$ cat config.mk
export PLATFORM = sky130hd
export DESIGN_NAME = imem_loader
export DESIGN_NICKNAME = d
export VERILOG_FILES = /design/src/rtl/imem_loader.sv
export SDC_FILE = /design/constraint.sdc
export NUM_CORES = 1
export LEC_CHECK = 0
export BUFFER_PORTS_ARGS = -buffer_cell sky130_fd_sc_hd__buf_2
export CORE_AREA = 10 10 121 123
export DETAILED_ROUTE_END_ITERATION = 12
export DIE_AREA = 0 0 131 133
export GPL_ROUTABILITY_DRIVEN = 0
export PLACE_DENSITY = 0.53
export SLEW_MARGIN = 40
export SYNTH_ARGS = -nofsm -noshare
export SYNTH_HDL_FRONTEND = slang
export SYNTH_SLANG_ARGS = --single-unit
$ cat constraint.sdc
create_clock -name clk -period 3.35 [get_ports clk]
set_input_delay 0.67 -clock clk [delete_from_list [all_inputs] [get_ports clk]]
set_output_delay 0.67 -clock clk [all_outputs]
set_load 0.005 [all_outputs]
$ cat src/rtl/imem_loader.sv
//------------------------------------------------------------------------------
// imem_loader
//
// Writer side of the instruction memory. Takes a byte stream from a host or
// boot channel and packs every four bytes into one big-endian 32-bit SPARC
// instruction word, with the first byte in bits 31:24. Each word is written to
// the instruction memory at the next word-aligned byte address, starting at 0.
// The fetch pipeline is held frozen until the whole image has been written.
//
// Ports:
//   clk         in   1      clock, all logic on posedge
//   R           in   1      synchronous active-low reset
//   start       in   1      single-cycle request to begin a load
//   len_words   in   LEN_W  program length in words, sampled on accepted start
//   byte_in     in   8      stream data byte
//   byte_valid  in   1      byte_in valid
//   byte_ready  out  1      loader accepts a byte this cycle
//   mem_we      out  1      instruction memory write strobe (single cycle)
//   mem_addr    out  32     word-aligned byte address (word_idx << 2)
//   mem_wdata   out  32     assembled instruction word
//   busy        out  1      load in progress
//   done        out  1      image loaded; held until next accepted start
//   cpu_hold    out  1      1 = freeze PC/nPC and clear IF/ID
//   err         out  1      last start rejected because of a bad length
//
// All outputs are registers. Each is loaded from the next-state decode so that
// it lines up with the state it describes in the same cycle.
//------------------------------------------------------------------------------
module imem_loader #(
    parameter int NUM_WORDS = 128,
    parameter int LEN_W     = 8
) (
    input  logic             clk,
    input  logic             R,
    input  logic             start,
    input  logic [LEN_W-1:0] len_words,
    input  logic [7:0]       byte_in,
    input  logic             byte_valid,
    output logic             byte_ready,
    output logic             mem_we,
    output logic [31:0]      mem_addr,
    output logic [31:0]      mem_wdata,
    output logic             busy,
    output logic             done,
    output logic             cpu_hold,
    output logic             err
);

    localparam int IDX_W = (NUM_WORDS > 1) ? $clog2(NUM_WORDS) : 1;
    localparam logic [31:0] NUM_WORDS_U = 32'(NUM_WORDS);

    typedef enum logic [1:0] {
        ST_IDLE  = 2'd0,
        ST_LOAD  = 2'd1,
        ST_WRITE = 2'd2,
        ST_DONE  = 2'd3
    } state_t;

    // Big-endian assembly: older bytes move toward the MSB.
    function automatic logic [31:0] shift_in_byte(input logic [31:0] word,
                                                  input logic [7:0]  b);
        return {word[23:0], b};
    endfunction

    // Word index widened to a 32-bit byte address.
    function automatic logic [31:0] idx_to_addr(input logic [IDX_W-1:0] idx);
        return {{(30-IDX_W){1'b0}}, idx, 2'b00};
    endfunction

    // Control state
    state_t           state_q,    state_d;
    logic [2:0]       byte_cnt_q, byte_cnt_d;
    logic [IDX_W-1:0] word_idx_q, word_idx_d;
    logic [LEN_W-1:0] len_q,      len_d;
    logic [31:0]      asm_q,      asm_d;
    logic             err_q,      err_d;

    // Registered outputs
    logic             byte_ready_q;
    logic             mem_we_q;
    logic [31:0]      mem_addr_q;
    logic [31:0]      mem_wdata_q;
    logic             busy_q;
    logic             done_q;
    logic             cpu_hold_q;

    // Decoded helpers
    logic             xfer_s;
    logic             len_zero_s;
    logic             len_big_s;
    logic             last_word_s;

    // byte_ready_q is only set while in LOAD, so this also gates on state.
    assign xfer_s      = byte_valid && byte_ready_q;
    assign len_zero_s  = (len_words == {LEN_W{1'b0}});
    assign len_big_s   = ({{(32-LEN_W){1'b0}}, len_words} > NUM_WORDS_U);
    // len_q is never zero in LOAD/WRITE, so len_q-1 cannot underflow there.
    assign last_word_s = ({{(32-IDX_W){1'b0}}, word_idx_q} ==
                          ({{(32-LEN_W){1'b0}}, len_q} - 32'd1));

    // Next-state and datapath update decode.
    always_comb begin
        state_d    = state_q;
        byte_cnt_d = byte_cnt_q;
        word_idx_d = word_idx_q;
        len_d      = len_q;
        asm_d      = asm_q;
        err_d      = err_q;

        case (state_q)
            ST_IDLE, ST_DONE: begin
                if (start) begin
                    if (len_zero_s) begin
                        // Empty image: nothing to write, release the CPU.
                        err_d   = 1'b0;
                        state_d = ST_DONE;
                    end else if (len_big_s) begin
                        // Image does not fit; flag it and stay put.
                        err_d   = 1'b1;
                        state_d = state_q;
                    end else begin
                        len_d      = len_words;
                        err_d      = 1'b0;
                        byte_cnt_d = 3'd0;
                        word_idx_d = {IDX_W{1'b0}};
                        asm_d      = 32'd0;
                        state_d    = ST_LOAD;
                    end
                end else begin
                    state_d = state_q;
                end
            end

            ST_LOAD: begin
                // start is ignored while a load is in progress.
                if (xfer_s) begin
                    asm_d      = shift_in_byte(asm_q, byte_in);
                    byte_cnt_d = byte_cnt_q + 3'd1;
                    if (byte_cnt_q == 3'd3) begin
                        state_d = ST_WRITE;
                    end else begin
                        state_d = ST_LOAD;
                    end
                end else begin
                    // Stream gap: hold the partial word and count.
                    state_d = ST_LOAD;
                end
            end

            ST_WRITE: begin
                if (last_word_s) begin
                    state_d = ST_DONE;
                end else begin
                    word_idx_d = word_idx_q + {{(IDX_W-1){1'b0}}, 1'b1};
                    byte_cnt_d = 3'd0;
                    state_d    = ST_LOAD;
                end
            end

            default: begin
                state_d = ST_IDLE;
            end
        endcase
    end

    // Control state registers with synchronous active-low reset.
    always_ff @(posedge clk) begin
        if (!R) begin
            state_q    <= ST_IDLE;
            byte_cnt_q <= 3'd0;
            word_idx_q <= {IDX_W{1'b0}};
            len_q      <= {LEN_W{1'b0}};
            asm_q      <= 32'd0;
            err_q      <= 1'b0;
        end else begin
            state_q    <= state_d;
            byte_cnt_q <= byte_cnt_d;
            word_idx_q <= word_idx_d;
            len_q      <= len_d;
            asm_q      <= asm_d;
            err_q      <= err_d;
        end
    end

    // Output registers decoded from the upcoming state.
    always_ff @(posedge clk) begin
        if (!R) begin
            byte_ready_q <= 1'b0;
            mem_we_q     <= 1'b0;
            mem_addr_q   <= 32'd0;
            mem_wdata_q  <= 32'd0;
            busy_q       <= 1'b0;
            done_q       <= 1'b0;
            cpu_hold_q   <= 1'b1;
        end else begin
            byte_ready_q <= (state_d == ST_LOAD);
            // WRITE always exits after one cycle, so mem_we never repeats.
            mem_we_q     <= (state_d == ST_WRITE);
            busy_q       <= (state_d == ST_LOAD) || (state_d == ST_WRITE);
            done_q       <= (state_d == ST_DONE);
            cpu_hold_q   <= (state_d != ST_DONE);
            // Address/data only move when a write is issued and hold otherwise.
            if (state_d == ST_WRITE) begin
                mem_addr_q  <= idx_to_addr(word_idx_q);
                mem_wdata_q <= asm_d;
            end else begin
                mem_addr_q  <= mem_addr_q;
                mem_wdata_q <= mem_wdata_q;
            end
        end
    end

    assign byte_ready = byte_ready_q;
    assign mem_we     = mem_we_q;
    assign mem_addr   = mem_addr_q;
    assign mem_wdata  = mem_wdata_q;
    assign busy       = busy_q;
    assign done       = done_q;
    assign cpu_hold   = cpu_hold_q;
    assign err        = err_q;

endmodule

; ---- Word-level counts from Yosys, hierarchy flattened
; Index checks and enable logic that the tools add are counted.
[classes]
addsub = 3
order_cmp = 1
n_eq_ne = 14
muxes = 25
bitwise = 2
reduce_logical = 10
[op_table]
columns = op, n
row1 = 2-to-1 mux 32 bit, 4
row2 = one-hot mux 32 bit (2 select lines), 1
row3 = == test 7 x 32 -> 1 bit, 1
row4 = 2-to-1 mux 7 bit, 4
row5 = 2-to-1 mux 3 bit, 5
row6 = one-hot mux 7 bit (2 select lines), 1
row7 = 2-to-1 mux 2 bit, 6
row8 = inequality test 2 bit (second input constant), 6
row9 = AND reduction 5 bit, 2
row10 = one-hot mux 3 bit (3 select lines), 1
row11 = subtractor 8 x 1 -> 9 bit (second input constant), 1
row12 = == test 2 bit (second input constant), 4
row13 = > comparator 8 bit (second input constant), 1
row14 = logical NOT 8 bit, 1
row15 = adder 7 x 1 -> 7 bit (second input constant), 1
row16 = one-hot mux 2 bit (3 select lines), 1
row17 = == test 2 x 1 -> 1 bit (second input constant), 2
row18 = AND reduction 4 bit, 1
row19 = adder 3 x 1 -> 3 bit (second input constant), 1
row20 = == test 3 x 2 -> 1 bit (second input constant), 1
row21 = logical NOT 2 bit, 1
row22 = 2-to-1 mux 1 bit, 2
row23 = inverter 1 bit, 2
row24 = AND reduction 2 bit, 1
row25 = 4 further kinds, 4
[totals]
ff_bits = 97
output_inout_bits = 70
wordCells = 68

; ---- Longest topological paths before layout
; Gate-level depths: netlist (run 1).
[logic_depth]
ltp_word = 7
depth_mapped = 12
depth_no_buf = 10

; ---- Worst setup path before layout (run 1)
; OpenSTA, ideal clock, no wires.
[synth_path]
path_type = register to register
start = register len_q[0]
end = register mem_addr_q[3] (netlist: mem_addr[3])
setup_ps = 128
t_arrival_ps = 3072
t_required_ps = 3222
setup_slack_ps = 150
stages_incl_launch_ff = 13
path_buffers = 2
path_cell_list = dfxtp_1 inv_1 ha_1 nand2b_1 o211a_1 o31ai_1 nand4_1 a31oi_1 ha_1 clkbuf_1 buf_1 mux2i_1 nor2_1
[synth_between]
elab_chain_len = 5
[synth_rtl]
columns = element, line_no
row1 = start: declaration, 74  ; logic [LEN_W-1:0] len_q, len_d;
row2 = start signal: assignment, 172  ; len_q <= {LEN_W{1'b0}};
row3 = start signal: assignment, 179  ; len_q <= len_d;
row4 = subtractor 8 x 1 -> 9 bit, 99  ; ({{(32-LEN_W){1'b0}}, len_q} - 32'd1));
row5 = == test 7 x 32 -> 1 bit, 98  ; assign last_word_s = ({{(32-IDX_W){1'b0}}, word_idx_q} ==
row6 = 2-to-1 mux 2 bit, 151  ; if (last_word_s) begin
row7 = one-hot mux 2 bit (3 select lines), 110  ; case (state_q)
row8 = == test 2 bit, 203  ; if (state_d == ST_WRITE) begin
row9 = end signal: assignment, 204  ; mem_addr_q <= idx_to_addr(word_idx_q);
row10 = end signal: assignment, 207  ; mem_addr_q <= mem_addr_q;
row11 = end: declaration, 81  ; logic [31:0] mem_addr_q;
; No other way between the ends.
; A chain may end at the register's enable or synchronous reset.

; ---- Worst setup path in the final report (run 1)
[layout_path]
start = register len_q[0]
end = register mem_wdata_q[26] (netlist: mem_wdata[26])
[layout_between]
elab_chain_len = 5
[layout_rtl]
columns = element, line_no
row1 = subtractor 8 x 1 -> 9 bit, 99
row2 = == test 7 x 32 -> 1 bit, 98
row3 = 2-to-1 mux 2 bit, 151
row4 = one-hot mux 2 bit (3 select lines), 110
row5 = == test 2 bit, 203
row6 = end signal: assignment, 205  ; mem_wdata_q <= asm_d;
row7 = end signal: assignment, 208  ; mem_wdata_q <= mem_wdata_q;
row8 = end: declaration, 82  ; logic [31:0] mem_wdata_q;
; No other way between the ends.

==> metrics.yaml, run 1 <==
outcome: "finished clean"
clk_path_buf_depth: 2
grt_max_degree: 54
row_count: 41
placed_area_um2: 4619
ir_drop_mv: 0.4243
min_path_type: "register to register"
synth-seq-cells: 97
whs_ns: 0.4809
vias: 3206
wire_per_inst_um: 14.71
drtAntennaViolNets: 0
arrival_ns: 3.22
dp_cells: 657
required_ns: 3.63
grt_antenna_before_repair: 0
core_um2: 12360
io_buffers: 64
numClockSinks: 97
drt-vias-per-instance: 4.771
cts_resized: 0
clock_skew_ns: 0.007749
chipWidth_um: 131
final.setup.worst_slack_ns: 0.4050
clkLatencyLatePin_ns: 0.34
mostFrequentLayoutCells: "dfxtp_1, buf_2, nor2_1"
fin_area_um2: 4925
yosysWarnings: 0
post-route-period-util_pct: 87.91
nets: 527
synthDistinctLibCells: 52
ys_seq_area_share_pct: 46.19
grt.total_usage_pct: 11.44
drv_cap: 0
startpoint_type: "register"
grt_pass1_vias: 3083
drc_errors: 0
grt_pass1_wl_um: 16060
antennaDiodeCount: 0
crit_type: "register to register"
io_pins: 90
hold_violations: 0
tightest_slew_ns: 0.6967
chipHeight_um: 133
drt_iter0_markers: 164
clock.fmax_ghz: 0.3396
syn-instance-count: 438
overflow: 0
ys.flop_type: "dfxtp_1"
cts_tree: "built"
final_util_pct: 39.83
clk_pin_slew_worst_paths_ns: 0.07
wl_um: 9888
synth-async-reset-ratio_pct: 0
powerDensity_nw_per_um2: 778.8
synth_edf_count: 0
initial_core_util_pct: 34.00
fillers: 1248
cts-root-buf: "clkbuf_16"
cts_made_buffers: 9
layout_commonest_cell: "dfxtp_1"
cts_htree_levels: 3
cts_setup_buffers: 0
drive_gt1_share_pct: 25.60
tns_ns: 0
p_leak_nw: 2.005
finalCriticalPeriod_ns: 2.945
finalMaxSlewViolations: 0
setup.worst_path.end_class: "register"
slew_headroom_pct: 53.30
layout.cells.non_filler: 672
area_growth_pct: 17.14
cts_hold_buf: 0
drt-pass1-iter-count: 4
setup_viol: 0
place_ws_ns: 0.2333
syn-mean-instance-area_um2: 9.598
rsz0062_at_grt: "no"
cp_max_fo: 32
dp_hpwl_um: 7085
dieArea_um2: 17420
finalPower_mw: 3.836
synth_area_um2: 4204
==> layer usage <==
layer  routed length (um)  global-route usage [%]
met5                    0                       0
met4                  125                   3.770
met3                  556                   3.436
met2                 4548                   17.89
met1                 4659                   14.59
==> Yosys cell counts (all sizes together) (2+ instances only) <==
master	count	area (um^2)
dfxtp	97	1942
nor2	56	210.2
a21oi	40	200.2
o21ai	39	195.2
a22oi	32	407.9
buf	32	236.5
clkbuf	19	71.32
mux2i	14	140.1
ha	11	137.6
inv	11	41.29
nand2	11	41.29
nand3	9	45.04
and2	5	31.28
nor3	5	30.03
xor2	4	35.03
a21boi	3	22.52
a31oi	3	18.77
and3	3	18.77
nand2b	3	18.77
nand4	3	18.77
o21a	3	22.52
o31a	3	26.28
xnor2	3	26.28
a211o	2	26.28
a32o	2	20.02
and4b	2	20.02
nand3b	2	15.01
nor3b	2	15.01
nor4b	2	17.52
o22ai	2	12.51
==> critical path, cell delays in order (launching register included) <==
cell and delay [ns]:
dfxtp_1 0.35, inv_1 0.07, ha_1 0.25, nor3b_1 0.32, xnor2_1 0.16, a221o_1 0.25, nand4_1 0.19, a31oi_2 0.36
ha_2 0.33, buf_4 0.30, o21ai_0 0.14, a21oi_1 0.14
==> cell type report <==
| cell class | count | area (um^2) | area share [%] |
|---|---|---|---|
| Multi-Input combinational cell | 303 | 2017 | 40.96 |
| Clock inverter | 6 | 73.82 | 1.499 |
| Sequential cell | 97 | 1942 | 39.43 |
| Tap cell | 172 | 215.2 | 4.370 |
| Clock buffer | 9 | 225.2 | 4.573 |
| Timing Repair Buffer | 74 | 407.9 | 8.283 |
| Inverter | 11 | 43.79 | 0.8892 |
==> power by group <==
group	switching (mW)	internal, mW	leakage (nW)
clock network	0.466	0.585	0.140
registers	0.139	1.40	0.787
logic	0.741	0.504	1.08
==> sequential cells by signal, indices dropped and copies added, names as in the netlist <==
name	count
mem_wdata	32
mem_addr	7
byte_ready	1
byte_cnt_q	3
state_q	2
err	1
len_q	8
word_idx_q	7
busy	1
cpu_hold	1
done	1
mem_we	1
asm_q	32
==> cells by family after synthesis <==
kind of cell               count (synthesis)  synth area share, %
adders and majority gates                 11                3.274
buffers and inverters                     62                8.303
DFF                                       97                46.19
muxes                                     14                3.333
xor gates and xnor gates                   7                1.458
AOI/OAI and AO/OA                        138                24.97
and+or+nand+nor                          108                12.38
other                                      1              0.08920
==> worst paths after layout <==
check	startpoint	endpoint	slack, ns	depth (start not counted)
worst max-delay path	len_q[0]	mem_wdata[26]	0.41	11
worst min-delay path	err	err	0.48	2
worst max register to register	len_q[0]	mem_wdata[26]	0.41	11
worst min register to register	err	err	0.48	2
(Power assumes the default switching activity.)
==> run 2, diff against run 1 <==
--- a/config.mk
+++ b/config.mk
@@ -5,12 +5,13 @@
 export SDC_FILE = /design/constraint.sdc
 export NUM_CORES = 1
 export LEC_CHECK = 0
+export ABC_AREA = 1
 export BUFFER_PORTS_ARGS = -buffer_cell sky130_fd_sc_hd__buf_2
-export CORE_AREA = 10 10 121 123
+export CORE_AREA = 10 10 124 126
 export DETAILED_ROUTE_END_ITERATION = 12
-export DIE_AREA = 0 0 131 133
+export DIE_AREA = 0 0 134 136
 export GPL_ROUTABILITY_DRIVEN = 0
-export PLACE_DENSITY = 0.53
+export PLACE_DENSITY = 0.52
 export SLEW_MARGIN = 40
 export SYNTH_ARGS = -nofsm -noshare
 export SYNTH_HDL_FRONTEND = slang
==> metrics.yaml, run 2 <==
io_pins: 90  # unchanged
grt_antenna_before_repair: 0  # unchanged
synth-async-reset-ratio_pct: 0  # unchanged
core_um2: 12980  # was 12,360 um^2
row_count: 42  # was 41
place_ws_ns: 0.6046  # was 0.2333 ns
drive_gt1_share_pct: 14.10  # was 25.60%
finalMaxSlewViolations: 0  # unchanged
finalPower_mw: 2.507  # was 3.836 mW
synth-seq-cells: 97  # unchanged
drt-pass1-iter-count: 4  # unchanged
setup_viol: 0  # unchanged
area_growth_pct: 15.37  # was 17.14%
yosysWarnings: 0  # unchanged
yosysMostFrequentCell: "nand2_1"  # was dfxtp_1
grt.total_usage_pct: 11.83  # was 11.44%
synthTopCellsByCount: "nand2_1, nor2_1, dfxtp_1"  # was dfxtp_1, nor2_1, a21oi_1
hold_depth: 2  # unchanged
clk_path_buf_depth: 2  # unchanged
powerDensity_nw_per_um2: 489.7  # was 778.8 nW/um^2
grt_pass1_vias: 3641  # was 3,083
drtAntennaViolNets: 0  # unchanged
io_buffers: 64  # unchanged
cts_hold_buf: 0  # unchanged
r2r_start: "len_q[0]"  # unchanged
synth_edf_count: 0  # unchanged
chipHeight_um: 136  # was 133 um
grt_max_degree: 68  # was 54
min_path_type: "register to register"  # unchanged
synthDistinctLibCells: 30  # was 52
cts_htree_levels: 3  # unchanged
dieArea_um2: 18220  # was 17,420 um^2
clk_pin_slew_worst_paths_ns: 0.07  # about the same
grt_pass1_wl_um: 17750  # was 16,060 um
drv_cap: 0  # unchanged
cts_resized: 0  # unchanged
chipWidth_um: 134  # was 131 um
hold_violations: 0  # unchanged
finalCriticalPeriod_ns: 2.726  # was 2.945 ns
setup.worst_path.end_class: "register"  # unchanged
cp_max_fo: 67  # was 32
ys.flop_type: "dfxtp_1"  # unchanged
layout_commonest_cell: "nand2_1"  # was dfxtp_1
regToRegSetupSlack_ns: 0.62  # was 0.41 ns
numClockSinks: 97  # unchanged
cts-root-buf: "clkbuf_16"  # unchanged
drc_errors: 0  # unchanged
min_to: "asm_q[26]"  # was err
syn-instance-count: 639  # was 438
cts_setup_buffers: 0  # unchanged
fillers: 1382  # was 1,248
whs_ns: 0.4702  # was 0.4809 ns
cts_tree: "built"  # unchanged
crit_type: "register to register"  # unchanged
synthTopCellsByArea: "dfxtp_1, nand2_1, nor2_1"  # was dfxtp_1, a22oi_2, nor2_1
final_util_pct: 39.44  # was 39.83%
post-route-period-util_pct: 81.38  # was 87.91%
required_ns: 3.63  # about the same
initial_core_util_pct: 34.18  # was 34.00%
rsz0062_at_grt: "no"  # unchanged
ys_seq_area_share_pct: 43.77  # was 46.19%
p_leak_nw: 2.440  # was 2.005 nW
vias: 3919  # was 3,206
dp_hpwl_um: 7686  # was 7085 um
cts_made_buffers: 9  # unchanged
synth_top_cell_by_area: "dfxtp_1"  # unchanged
outcome: "finished clean"  # unchanged
overflow: 0  # unchanged
syn-mean-instance-area_um2: 6.943  # was 9.598 um^2
synth_top_cell_area_share_pct: 43.77  # was 46.19%
r2r-end: "mem_addr[8]"  # was mem_wdata[26]
antennaDiodeCount: 0  # unchanged
nets: 721  # was 527
mostFrequentLayoutCells: "nand2_1, nor2_1, dfxtp_1"  # was dfxtp_1, buf_2, nor2_1
wl_um: 10740  # was 9888 um
tns_ns: 0  # unchanged
final.setup.worst_slack_ns: 0.6237  # was 0.4050 ns
drt-vias-per-instance: 4.499  # was 4.771
startpoint_type: "register"  # unchanged
synth_area_um2: 4437  # was 4204 um^2
r2r_cells: 17  # was 11
clock_skew_ns: 0.009745  # was 0.007749 ns
clkLatencyLatePin_ns: 0.35  # was 0.34 ns
drt_iter0_markers: 326  # was 164
min_from: "asm_q[26]"  # was err
wire_per_inst_um: 12.34  # was 14.71 um
ir_drop_mv: 0.3480  # was 0.4243 mV
clock.fmax_ghz: 0.3668  # was 0.3396 GHz
arrival_ns: 3.00  # was 3.22 ns
-- run 2: changes by cell type after synthesis, moves of 12 or more --
cell,previous run,this run
a21oi_1,40,52
nand3_1,9,53
nor2_1,56,103
inv_1,10,68
a22oi_2,28,0
o21ai_0,39,23
nand2_1,11,150
mux2i_1,14,1
-- run 2: per-stage QoR --
step / cells / instance area [um^2]
after floorplan: 663 / 4527
after global placement: 855 / 4820
after detailed placement: 855 / 4820
after CTS: 871 / 5119
after global routing: 871 / 5119
final: 871 / 5119
-- run 2: critical path, cell delays in order (launching register included) --
cell and delay [ns]:
dfxtp_1 0.37, inv_1 0.13, ha_1 0.31, inv_1 0.08, nand2_1 0.06, nand2_1 0.07, nand2_1 0.04, nand2_1 0.06
nand3_1 0.06, nor2_1 0.13, nand3_2 0.17, nand2_1 0.10, nand2_1 0.07, nand2_1 0.16, ha_2 0.25, buf_12 0.26
o21ai_0 0.15, a21oi_1 0.14
-- run 2: layout make-up --
type / count / area (um^2) / share of cell area (%)
multi-input combinational: 443 / 2012 / 39.31
sequential: 97 / 1942 / 37.94
timing repair buffer: 69 / 382.9 / 7.480
clock buffer: 12 / 266.5 / 5.207
inverter: 70 / 262.8 / 5.133
tap: 176 / 220.2 / 4.302
clock inverter: 4 / 32.53 / 0.6355
-- run 2: worst max-delay path by stage --
| stage | from | depth (start not counted) | end | slack [ns] |
|---|---|---|---|---|
| after floorplan | len_q[0] | 21 | mem_wdata[10] | 0.56 |
| after global placement | len_words[5] | 14 | mem_wdata[10] | 0.66 |
| after detailed placement | len_q[0] | 18 | mem_wdata[10] | 0.60 |
| after CTS | len_q[0] | 17 | mem_addr[8] | 0.63 |
| after global routing | len_q[0] | 16 | mem_addr[8] | 0.26 |
| final | len_q[0] | 17 | mem_addr[8] | 0.62 |
-- run 2: layer usage --
layer	vias up	wire (um)	part of all wire [%]	track usage [%]
met3	16	652	6.1	3.948
met5	-	0	0	0
met4	0	187	1.7	5.139
li1	2057	-	-	-
met2	95	4555	42	17.48
met1	1751	5349	50	15.36
-- run 2: logic make-up after synthesis --
family          share of synthesized area, %
xor+xnor                              0.3949
other cells                          0.08452
simple gates                           30.26
buf+inv                                13.09
fa+ha+maj                              3.102
mux                                   0.2256
flops                                  43.77
compound gates                         9.081
-- run 2: where the power goes --
part           internal, mW  switching [mW]
clock network         0.570           0.459
registers              1.18          0.0262
logic                0.0886           0.181
total                  1.84           0.666
==> run 3, diff against run 2 <==
--- a/config.mk
+++ b/config.mk
@@ -11,7 +11,7 @@
 export DETAILED_ROUTE_END_ITERATION = 12
 export DIE_AREA = 0 0 134 136
 export GPL_ROUTABILITY_DRIVEN = 0
-export PLACE_DENSITY = 0.52
+export PLACE_DENSITY = 0.5
 export SLEW_MARGIN = 40
 export SYNTH_ARGS = -nofsm -noshare
 export SYNTH_HDL_FRONTEND = slang
==> constraint.sdc (replaced) <==
create_clock -name clk -period 2.7 [get_ports clk]
set_input_delay 0.54 -clock clk [delete_from_list [all_inputs] [get_ports clk]]
set_output_delay 0.54 -clock clk [all_outputs]
set_load 0.005 [all_outputs]
==> metrics.yaml, run 3 (same netlist as run 2, synthesis figures left out) <==
outcome: "finished clean"  # unchanged
arrival_ns: 2.64  # was 3.00 ns
fillers: 1415  # was 1,382
r2r-end: "mem_wdata[13]"  # was mem_addr[8]
p_leak_nw: 2.492  # was 2.440 nW
cp_max_fo: 30  # was 67
clock_skew_ns: 0.01023  # was 0.009745 ns
regToRegSetupSlack_ns: 0.32  # was 0.62 ns
dp_hpwl_um: 7969  # was 7686 um
drtAntennaViolNets: 0  # unchanged
startpoint_type: "register"  # unchanged
mostFrequentLayoutCells: "nand2_1, nor2_1, dfxtp_1"  # unchanged
crit_path_end: "mem_wdata[13]"  # was mem_addr[8]
finalMaxSlewViolations: 0  # unchanged
dieArea_um2: 18220  # unchanged
drv_cap: 0  # unchanged
finalCriticalPeriod_ns: 2.381  # was 2.726 ns
layout_commonest_cell: "nand2_1"  # unchanged
final.setup.worst_slack_ns: 0.3187  # was 0.6237 ns
core_um2: 12980  # unchanged
rsz0062_at_grt: "no"  # unchanged
crit_top_cell: "nand2_1"  # unchanged
tightest_slew_ns: 0.6743
critPathMaxStageDelay_ns: 0.38  # was 0.37 ns
cts-root-buf: "clkbuf_16"  # unchanged
drc_errors: 0  # unchanged
vias: 3906  # was 3,919
clkLatencyLatePin_ns: 0.35  # about the same
cts_made_buffers: 9  # unchanged
slew_headroom_pct: 55.05
startpoint: "len_q[0]"  # unchanged
area_growth_pct: 17.43  # was 15.37%
crit_type: "register to register"  # unchanged
ir_drop_mv: 0.2466  # was 0.3480 mV
clk_path_buf_depth: 2  # unchanged
grt_pass1_vias: 3651  # was 3,641
cts_tree: "built"  # unchanged
io_pins: 90  # unchanged
drt-vias-per-instance: 4.454  # was 4.499
setup_viol: 0  # unchanged
grt_max_degree: 65  # was 68
cts_htree_levels: 3  # unchanged
grt_pass1_wl_um: 18340  # was 17,750 um
min_path_type: "input port to register"  # was register to register
io_buffers: 64  # unchanged
wl_um: 11070  # was 10,740 um
nets: 729  # was 721
final_util_pct: 40.14  # was 39.44%
post-route-period-util_pct: 88.20  # was 81.38%
grt.total_usage_pct: 12.21  # was 11.83%
initial_core_util_pct: 34.18  # unchanged
critPathBufInv: 4  # was 3
clock.fmax_ghz: 0.4199  # was 0.3668 GHz
cp.depth: 18  # was 17
row_count: 42  # unchanged
drt_iter0_markers: 212  # was 326
chipWidth_um: 134  # unchanged
setup.worst_path.end_class: "register"  # unchanged
wire_per_inst_um: 12.62  # was 12.34 um
chipHeight_um: 136  # unchanged
grt_antenna_before_repair: 0  # unchanged
powerDensity_nw_per_um2: 619.3  # was 489.7 nW/um^2
finalPower_mw: 3.226  # was 2.507 mW
numClockSinks: 97  # unchanged
critPathTopFamily: "simple AND/OR/NAND/NOR gates"  # unchanged
r2r_start: "len_q[0]"  # unchanged
antennaDiodeCount: 0  # unchanged
cp_cell_sequence: "inv_1 > ha_1 > inv_1 > nand2_1 > nand2_1 > nand2_1 > nand2_1 > nand3_1 > nor2_1 > nand3_2 > nand2_1 > nand2_1 > nand2_1 > ha_4 > buf_12 > nand3_1 > nand2_1 > inv_1"  # was inv_1 > ha_1 > inv_1 > nand2_1 > nand2_1 > nand2_1 > nand2_1 > nand3_1 > nor2_1 > nand3_2 > nand2_1 > nand2_1 > nand2_1 > ha_2 > buf_12 > o21ai_0 > a21oi_1
place_ws_ns: 0.2013  # was 0.6046 ns
overflow: 0  # unchanged
r2r_cells: 18  # was 17
hold_violations: 0  # unchanged
tns_ns: 0  # unchanged
required_ns: 2.96  # was 3.63 ns
clk_pin_slew_worst_paths_ns: 0.07  # about the same
worst_path_max_delay_cell: "dfxtp_1"  # unchanged
drt-pass1-iter-count: 4  # unchanged
drive_gt1_share_pct: 14.84  # was 14.10%
cts_hold_buf: 0  # unchanged
==> run 3: cell types whose count changed in the layout (fill, tap and decap cells not counted), sizes merged <==
cell      before  now
buf           69   77
bufinv         0    2
clkbuf        12   10
clkinvlp       2    0
clkinv         0    1
inv           72   71
==> run 3: layout make-up <==
type | count | area [um^2] | share of cell area [%]
Inverter | 70 | 262.8 | 5.043
Clock buffer | 10 | 239.0 | 4.587
Clock inverter | 4 | 77.57 | 1.489
Sequential cell | 97 | 1942 | 37.27
Timing Repair Buffer | 77 | 446.7 | 8.573
Tap cell | 176 | 220.2 | 4.227
Multi-Input combinational cell | 443 | 2022 | 38.81
==> run 3: report_power, final <==
part | internal (mW) | total (mW) | switching (mW)
logic | 0.113 | 0.343 | 0.230
clock network | 0.832 | 1.39 | 0.555
registers | 1.47 | 1.50 | 0.0302
total | 2.41 | 3.23 | 0.815
==> run 3: per-layer routing <==
layer / wire (um) / vias to the layer above / GRT usage (%)
li1: - / 2071 / -
met1: 5416 / 1734 / 15.83
met2: 4739 / 89 / 18.20
met3: 731 / 12 / 3.948
met4: 184 / 0 / 5.260
met5: 0 / - / 0
==> run 3: how the worst min path moves through the flow <==
stage,start,endpoint,depth (start not counted)
global route,byte_in[5],asm_q[5],3
floorplan,asm_q[24],asm_q[24],2
global placement,asm_q[30],asm_q[30],2
finish,byte_in[6],asm_q[6],3
CTS,byte_in[6],asm_q[6],3
detailed placement,asm_q[29],asm_q[29],2
==> run 3: worst min-delay path, cell delays in order <==
cell	delay (ns)
buf_2	0.09
nand2_1	0.07
a21oi_1	0.06
==> run 3: through the flow <==
step / std cells / cell area, um^2 / hold slack (ns)
global placement: 861 / 4865 / 0.4555
finish: 877 / 5210 / 0.4667
global route: 877 / 5210 / 0.4881
CTS: 875 / 5181 / 0.4573
floorplan: 663 / 4531 / 0.4462
detailed placement: 861 / 4865 / 0.4607
==> run 3: what timing repair did <==
item / CTS / global route
setup buffers: 0 / 2
gates resized for setup: 0 / 2
endpoints found under the hold margin: 0 / 0
setup endpoints to repair: 0 / 39
